$ cat src/rtl/fb_write_arbiter.sv
// Merges NUM_PORTS pixel-write channels, each behind a small FIFO, into one framebuffer write port (round-robin).
// Latency: a strobe in cycle T to an idle channel is presented on fb_wr_* in cycle T+2.
// Backpressure: fb_wr_ready=0 holds the output register; full FIFOs raise in_full. Macro FB_ARB_BOUNDS_CHECK_EN drops off-screen writes.
module fb_write_arbiter #(
    parameter int NUM_PORTS      = 4,
    parameter int FIFO_DEPTH     = 4,
    parameter int RESOLUTION_X   = 400,
    parameter int RESOLUTION_Y   = 300,
    parameter int PALETTE_LENGTH = 256,
    parameter int XW             = $clog2(RESOLUTION_X),
    parameter int YW             = $clog2(RESOLUTION_Y),
    parameter int VW             = $clog2(PALETTE_LENGTH)
) (
    input  logic                    clk,
    input  logic                    reset,
    input  logic [NUM_PORTS-1:0]    in_wr_en,
    input  logic [NUM_PORTS*XW-1:0] in_pxl_x,
    input  logic [NUM_PORTS*YW-1:0] in_pxl_y,
    input  logic [NUM_PORTS*VW-1:0] in_pxl_value,
    output logic [NUM_PORTS-1:0]    in_full,
    output logic [NUM_PORTS-1:0]    overflow,
    output logic                    fb_wr_en,
    output logic [XW-1:0]           fb_wr_pxl_x,
    output logic [YW-1:0]           fb_wr_pxl_y,
    output logic [VW-1:0]           fb_wr_pxl_value,
    input  logic                    fb_wr_ready,
    output logic [15:0]             drop_count
);
    localparam int AW = $clog2(FIFO_DEPTH);
    localparam int PW = (NUM_PORTS > 1) ? $clog2(NUM_PORTS) : 1;
    localparam int DW = XW + YW + VW;
    localparam logic [AW:0] DEPTH_C = (AW+1)'(FIFO_DEPTH);

    logic [DW-1:0]        mem [NUM_PORTS][FIFO_DEPTH];
    logic [AW-1:0]        wr_ptr [NUM_PORTS];
    logic [AW-1:0]        rd_ptr [NUM_PORTS];
    logic [AW:0]          occ [NUM_PORTS];
    logic [NUM_PORTS-1:0] push, pop, drop, empty;
    logic [PW-1:0]        rr, grant;
    logic                 grant_vld, load;
    int                   idx;

    always_comb begin
        for (int p = 0; p < NUM_PORTS; p++) begin
            in_full[p] = (occ[p] == DEPTH_C);
            empty[p]   = (occ[p] == '0);
        end
    end

`ifdef FB_ARB_BOUNDS_CHECK_EN
    always_comb begin
        drop = '0;
        for (int p = 0; p < NUM_PORTS; p++) begin
            drop[p] = in_wr_en[p] &&
                      !(({1'b0, in_pxl_x[p*XW +: XW]} < (XW+1)'(RESOLUTION_X)) &&
                        ({1'b0, in_pxl_y[p*YW +: YW]} < (YW+1)'(RESOLUTION_Y)));
        end
    end
`else
    always_comb drop = '0;
`endif

    // A write seen while full is refused even if the same edge pops the channel.
    always_comb begin
        for (int p = 0; p < NUM_PORTS; p++)
            push[p] = in_wr_en[p] && !in_full[p] && !drop[p];
    end

    assign load = !fb_wr_en || fb_wr_ready;

    always_comb begin
        grant     = '0;
        grant_vld = 1'b0;
        idx       = 0;
        for (int i = 0; i < NUM_PORTS; i++) begin
            idx = int'(rr) + i;
            if (idx >= NUM_PORTS) idx = idx - NUM_PORTS;
            if (!grant_vld && !empty[idx]) begin
                grant_vld = 1'b1;
                grant     = PW'(idx);
            end
        end
    end

    always_comb begin
        for (int p = 0; p < NUM_PORTS; p++)
            pop[p] = load && grant_vld && (grant == PW'(p));
    end

    always_ff @(posedge clk) begin
        if (reset) begin
            for (int p = 0; p < NUM_PORTS; p++) begin
                wr_ptr[p] <= '0;
                rd_ptr[p] <= '0;
                occ[p]    <= '0;
            end
            rr              <= '0;
            overflow        <= '0;
            fb_wr_en        <= 1'b0;
            fb_wr_pxl_x     <= '0;
            fb_wr_pxl_y     <= '0;
            fb_wr_pxl_value <= '0;
        end else begin
            for (int p = 0; p < NUM_PORTS; p++) begin
                if (push[p]) begin
                    mem[p][wr_ptr[p]] <= {in_pxl_x[p*XW +: XW], in_pxl_y[p*YW +: YW],
                                          in_pxl_value[p*VW +: VW]};
                    wr_ptr[p] <= wr_ptr[p] + 1'b1;
                end
                if (pop[p])
                    rd_ptr[p] <= rd_ptr[p] + 1'b1;
                occ[p] <= occ[p] + (AW+1)'(push[p]) - (AW+1)'(pop[p]);
                if (in_wr_en[p] && in_full[p] && !drop[p])
                    overflow[p] <= 1'b1;
            end
            if (load) begin
                fb_wr_en <= grant_vld;
                if (grant_vld) begin
                    {fb_wr_pxl_x, fb_wr_pxl_y, fb_wr_pxl_value} <= mem[grant][rd_ptr[grant]];
                    rr <= (grant == PW'(NUM_PORTS - 1)) ? '0 : grant + 1'b1;
                end
            end
        end
    end

`ifdef FB_ARB_BOUNDS_CHECK_EN
    logic [4:0]  n_drop;
    logic [16:0] drop_sum;

    always_comb begin
        n_drop = '0;
        for (int p = 0; p < NUM_PORTS; p++)
            n_drop = n_drop + 5'(drop[p]);
    end

    assign drop_sum = {1'b0, drop_count} + 17'(n_drop);

    always_ff @(posedge clk) begin
        if (reset)
            drop_count <= '0;
        else
            drop_count <= drop_sum[16] ? 16'hFFFF : drop_sum[15:0];
    end
`else
    assign drop_count = '0;
`endif

endmodule

$ cat config.mk
export PLATFORM = sky130hd
export DESIGN_NAME = fb_write_arbiter
export DESIGN_NICKNAME = d
export VERILOG_FILES = /design/src/rtl/fb_write_arbiter.sv
export SDC_FILE = /design/constraint.sdc
export NUM_CORES = 1
export LEC_CHECK = 0
export ABC_AREA = 1
export CAP_MARGIN = 20
export CORE_MARGIN = 2
export CORE_UTILIZATION = 40
export CTS_CLUSTER_DIAMETER = 150
export DETAILED_ROUTE_END_ITERATION = 16
export SYNTH_ARGS = -nofsm -noshare
export SYNTH_HDL_FRONTEND = slang
export SYNTH_SLANG_ARGS = --single-unit
$ cat constraint.sdc
create_clock -name clk -period 9.35 [get_ports clk]
set_input_delay 1.87 -clock clk [delete_from_list [all_inputs] [get_ports clk]]
set_output_delay 1.87 -clock clk [all_outputs]
set_load 0.02 [all_outputs]
==> results of run 1 <==
[synth_stat cells, drive strengths merged]
cell type	count	area, µm²
fa	4	80.1
ha	22	275
nand3b	3	22.5
edfxtp	432	13000
dfxtp	45	901
a211oi	1	7.51
clkbuf	34	128
conb	1	3.75
nor2	102	403
xnor2	6	52.6
a21oi	10	50.1
clkinv	1	3.75
buf	100	651
nor3	6	30.0
nand4	1	6.26
or2	4	25.0
o21ai	14	73.8
nand3	520	2630
nand2	498	1910
inv	94	355
a21boi	1	7.51
[cells by family (layout without fill, tap and decap cells)]
kind of cell | Yosys count | count (layout) | share of synthesized area [%]
compound gates | 26 | 26 | 0.674
xor+xnor | 6 | 6 | 0.255
fa+ha+maj | 26 | 26 | 1.73
buf+inv | 229 | 360 | 5.52
flops | 477 | 477 | 67.4
other cells | 1 | 18 | 0.0182
simple gates | 1134 | 1134 | 24.4
[metal layers]
metal	GRT usage [%]	up-vias	wire length, µm
li1	-	6740	-
met4	5.08	6	958
met1	31.8	6821	25700
met5	0	-	33
met2	29.8	573	23700
met3	5.45	65	5540
[area by class of cell]
cell class | instances | area (µm²)
repair buffers | 171 | 1650
clock inverters | 26 | 275
clock buffers | 68 | 1360
flip-flops and latches | 477 | 13900
inverters | 95 | 359
fillers | 4634 | 27000
diodes | 2 | 5.00
well taps | 680 | 851
multi-input cells | 1208 | 5720
[worst max-delay path, cell delays in order (launching register included)]
cell     delay, ns
dfxtp_1       0.67
inv_4         0.10
nand3_1       0.15
nand2_1       0.09
nand2_1       0.06
nand2_1       0.07
a21oi_1       0.36
nand2_8       0.47
nand2_8       0.69
buf_4         0.96
nand2_1       0.14
nand3_1       0.22
nand2_1       0.07
nand2_1       0.08
nand3_1       0.08
nand3_1       0.12
nand2_1       0.06
inv_1         0.04
[registers in the layout, summed over array words and instances (netlist names)]
signal           count
fb_wr_pxl_y          9
occ                 12
wr_ptr               8
fb_wr_pxl_value      8
rd_ptr               8
fb_wr_en             1
rr                   2
overflow             4
mem                416
fb_wr_pxl_x          9
[per-stage QoR]
| step | utilization, % | setup slack, ns | area, µm² | hold slack, ns |
|---|---|---|---|---|
| after floorplan | - | 5.50 | 20700 | 0.526 |
| after global placement | 43.9 | 4.64 | 22400 | 0.436 |
| after detailed placement | 43.9 | 4.62 | 22400 | 0.441 |
| after CTS | 47.1 | 4.69 | 24100 | 0.450 |
| after global routing | 47.2 | 4.28 | 24100 | 0.474 |
| final | 47.2 | 4.70 | 24100 | 0.448 |
[worst paths after layout]
check,startpoint,to,cells past startpoint
max,rr[0],fb_wr_pxl_value[1],17
min,overflow[0],overflow[0],2
max reg2reg,rr[0],fb_wr_pxl_value[1],17
min reg2reg,overflow[0],overflow[0],2
==> flow_metrics.env, run 1 <==
export IMPL_fin_tns_setup_ns=0
export IMPL_vias_per_cell=5.21
export IMPL_grt_util_all_layers_pct=21.0
export IMPL_fp_row_count=83
export IMPL_start_util_pct=40.3
export IMPL_cts_max_level=2
export IMPL_drt_pass1_iterations=5
export IMPL_fin_nets=2140
export IMPL_cts_repair_resized=0
export IMPL_drive_above_1_share_pct=7.09
export IMPL_final_cell_mix="nand3_1 (514), nand2_1 (488), edfxtp_1 (432), clkdlybuf4s50_1 (144), inv_1 (88)"
export IMPL_drc=0
export IMPL_cts_buffers=50
export IMPL_critical_path_class="flip-flop to flip-flop"
export IMPL_place_inst=2630
export IMPL_cts_tree="yes"
export IMPL_cts_buffer_depth=3
export IMPL_hp_class="flip-flop to flip-flop"
export IMPL_num_vias=14205
export IMPL_critical_path_max_fanout=117
export IMPL_post_cts_buffers=0
export IMPL_slew_violations=0
export IMPL_fin_crit_ns=4.65
export IMPL_yosys_warnings=0
export IMPL_required_ns=9.89
export IMPL_place_congestion=0.814
export IMPL_drt_initial_drc_count=1528
export IMPL_rsz0062_at_grt="false"
export IMPL_dieHeight_um=231
export IMPL_synth_cell_type_count=33
export IMPL_path_clk_slew_ns=0.07
export IMPL_reg2reg_slack_ns=4.70
export IMPL_fin_skew_ns=0.0262
export IMPL_setup_violations=0
export IMPL_ys_seq_area_share_pct=67.4
export IMPL_yosys_register_bits=477
export IMPL_grt_overflow_total=0
export IMPL_cp_start_kind="flip-flop"
export IMPL_drtAntennaViolNets=0
export IMPL_netlist_area_um2=20600
export IMPL_cp_data_arrival_time_ns=5.19
export IMPL_worstMarginPinSlew_ns=1.12
export IMPL_hold_viol_final=0
export IMPL_wirelength_mm=56.0
export IMPL_io_pins=162
export IMPL_layout_cells_most_common="nand3_1"
export IMPL_wl_per_cell_um=20.5
export IMPL_drv_cap=0
export IMPL_cts_hold_buf=0
export IMPL_grt_max_degree=118
export IMPL_place_hpwl_mm=35.9
export IMPL_grt_pass1_vias=13219
export IMPL_syn_inst=1899
export IMPL_avgSynthCellArea_um2=10.8
export IMPL_clk_latency_ns=0.59
export IMPL_slew_headroom_pct=25.6
export IMPL_design_die_area_um2=53300
export IMPL_max_freq_mhz=215
export IMPL_syn2layout_area_growth_pct=17.0
export IMPL_grt_pass1_wl_mm=83.7
export IMPL_period_share_pct=49.7
export IMPL_io_buffers=145
export IMPL_core_um2=51100
export IMPL_clockRootBuffer="clkbuf_16"
export IMPL_clock_sinks=477
export IMPL_die_w_um=231
export IMPL_cp_end_kind="flip-flop"
export IMPL_final_cells=2727
export IMPL_status="complete, no violations"
export IMPL_antenna_found_initial=4
Power of run 1 is left out: the tool's default activity adds up to more than one toggle a clock period on the data nets, which glitch-free logic cannot reach.
==> run 2, diff against run 1 <==
- clock period: 9.35 -> 3.87 ns (I/O delays scaled with it)
==> flow_metrics.env, run 2 (synthesized netlist as in run 1, its figures left out) <==
export IMPL_status="complete, no violations"
export IMPL_r2r_start="rr[0]"
export IMPL_grt_util_all_layers_pct=21.5
export IMPL_slew_violations=0
export IMPL_crit_start="rr[0]"
export IMPL_design_die_area_um2=53300
export IMPL_hp_class="flip-flop to flip-flop"
export IMPL_post_cts_buffers=0
export IMPL_layout_cells_most_common="nand3_1"
export IMPL_cp_start_kind="flip-flop"
export IMPL_required_ns=4.41
export IMPL_clk_latency_ns=0.60
export IMPL_wirelength_mm=57.0
export IMPL_reg2reg_slack_ns=0.49
export IMPL_setup_violations=0
export IMPL_route_layer_met1_wl_mm=26.0
export IMPL_fin_nets=2144
export IMPL_ff2ff_path_depth=16
export IMPL_worstReg2RegEnd="fb_wr_pxl_x[6]"
export IMPL_largest_reg_flops=416
export IMPL_topRoutingLayerUsed="met5"
export IMPL_place_inst=2637
export IMPL_fin_skew_ns=0.0209
export IMPL_clock_sinks=477
export IMPL_cp_end_kind="flip-flop"
export IMPL_cts_repair_resized=0
export IMPL_critical_path_max_fanout=117
export IMPL_final_cells=2728
export IMPL_drv_cap=0
export IMPL_io_buffers=145
export IMPL_grt_max_degree=213
export IMPL_rsz0062_at_grt="false"
export IMPL_slew_headroom_pct=33.2
export IMPL_wl_met2_mm=24.5
export IMPL_cts_buffer_depth=3
export IMPL_hold_viol_final=0
export IMPL_cts_max_level=2
export IMPL_grt_pass1_wl_mm=85.2
export IMPL_cp_data_arrival_time_ns=3.92
export IMPL_start_util_pct=40.3
export IMPL_vias_per_cell=5.27
export IMPL_dieHeight_um=231
export IMPL_final_cell_mix="nand3_1 (514), nand2_1 (488), edfxtp_1 (432), clkdlybuf4s50_1 (144), inv_1 (88)"
export IMPL_antenna_found_initial=9
export IMPL_whs_path_depth=2
export IMPL_min_from="overflow[3]"
export IMPL_io_pins=162
export IMPL_met3_length_mm=5.19
export IMPL_place_congestion=0.851
export IMPL_period_share_pct=87.3
export IMPL_worstMarginPinSlew_ns=1.00
export IMPL_drt_initial_drc_count=1631
export IMPL_wl_per_cell_um=20.9
export IMPL_critical_path_class="flip-flop to flip-flop"
export IMPL_path_clk_slew_ns=0.06
export IMPL_cts_hold_buf=0
export IMPL_num_vias=14368
export IMPL_drive_above_1_share_pct=7.33
export IMPL_place_hpwl_mm=35.9
export IMPL_die_w_um=231
export IMPL_cts_buffers=48
export IMPL_drtAntennaViolNets=0
export IMPL_max_freq_mhz=296
export IMPL_fp_row_count=83
export IMPL_drt_pass1_iterations=5
export IMPL_grt_pass1_vias=13364
export IMPL_min_delay_worst_endpoint="overflow[3]"
export IMPL_clockRootBuffer="clkbuf_16"
export IMPL_core_um2=51100
export IMPL_fin_crit_ns=3.38
export IMPL_cts_tree="yes"
export IMPL_syn2layout_area_growth_pct=17.3
export IMPL_fin_tns_setup_ns=0
export IMPL_grt_overflow_total=0
export IMPL_drc=0
[run 2: changes by cell type in the layout (fill, tap and decap cells not counted), sizes merged]
cell      previous run  this run
clkbuf              68        58
buf                 27        33
clkinv              16        22
bufinv               5         7
clkinvlp             3         1
inv                 97        96
[run 2: metrics by stage]
stage,hold WS [ns],utilization (%),worst slack (ns),area (µm²)
after floorplan,0.526,-,0.912,20700
after global placement,0.436,44.2,0.635,22600
after detailed placement,0.442,44.2,0.561,22600
after CTS,0.450,47.3,0.556,24200
after global routing,0.475,47.3,0.210,24200
final,0.448,47.3,0.491,24200
[run 2: cell type report]
| class | count | area (µm²) |
|---|---|---|
| clock buffer | 58 | 1260 |
| multi-input combinational | 1208 | 5720 |
| clock inverter | 31 | 328 |
| sequential | 477 | 13900 |
| fill | 4628 | 26900 |
| antenna | 2 | 5.00 |
| inverter | 95 | 359 |
| timing repair buffer | 177 | 1760 |
| tap | 680 | 851 |
[run 2: how the worst max path moves through the flow]
stage                     endpoint  slack [ns]  cells after the start
floorplan                occ[3][1]        0.91                     21
CTS                 fb_wr_pxl_y[2]        0.56                     16
global placement         occ[1][2]        0.64                     12
finish              fb_wr_pxl_x[6]        0.49                     16
detailed placement  fb_wr_pxl_y[2]        0.56                     16
global route        fb_wr_pxl_y[2]        0.21                     16
[run 2: per-layer routing]
layer  track usage, %  vias to the layer above
met5                0                        -
met3             5.00                       95
met1             31.9                     6931
li1                 -                     6745
met4             5.89                       10
met2             31.4                      587
[run 2: worst max-delay path, cell delays in order (launching register included)]
cell	delay, ns
dfxtp_1	0.65
nand3_1	0.26
nand2_1	0.13
nand2_1	0.05
nand2_1	0.08
a21oi_1	0.14
nand2_8	0.12
buf_12	0.42
buf_4	0.58
nand3_1	0.14
nand3_1	0.25
nand2_1	0.10
nand2_1	0.07
nand3_1	0.08
nand3_1	0.09
nand2_1	0.06
inv_1	0.04
Power of run 2 is left out for the same reason.
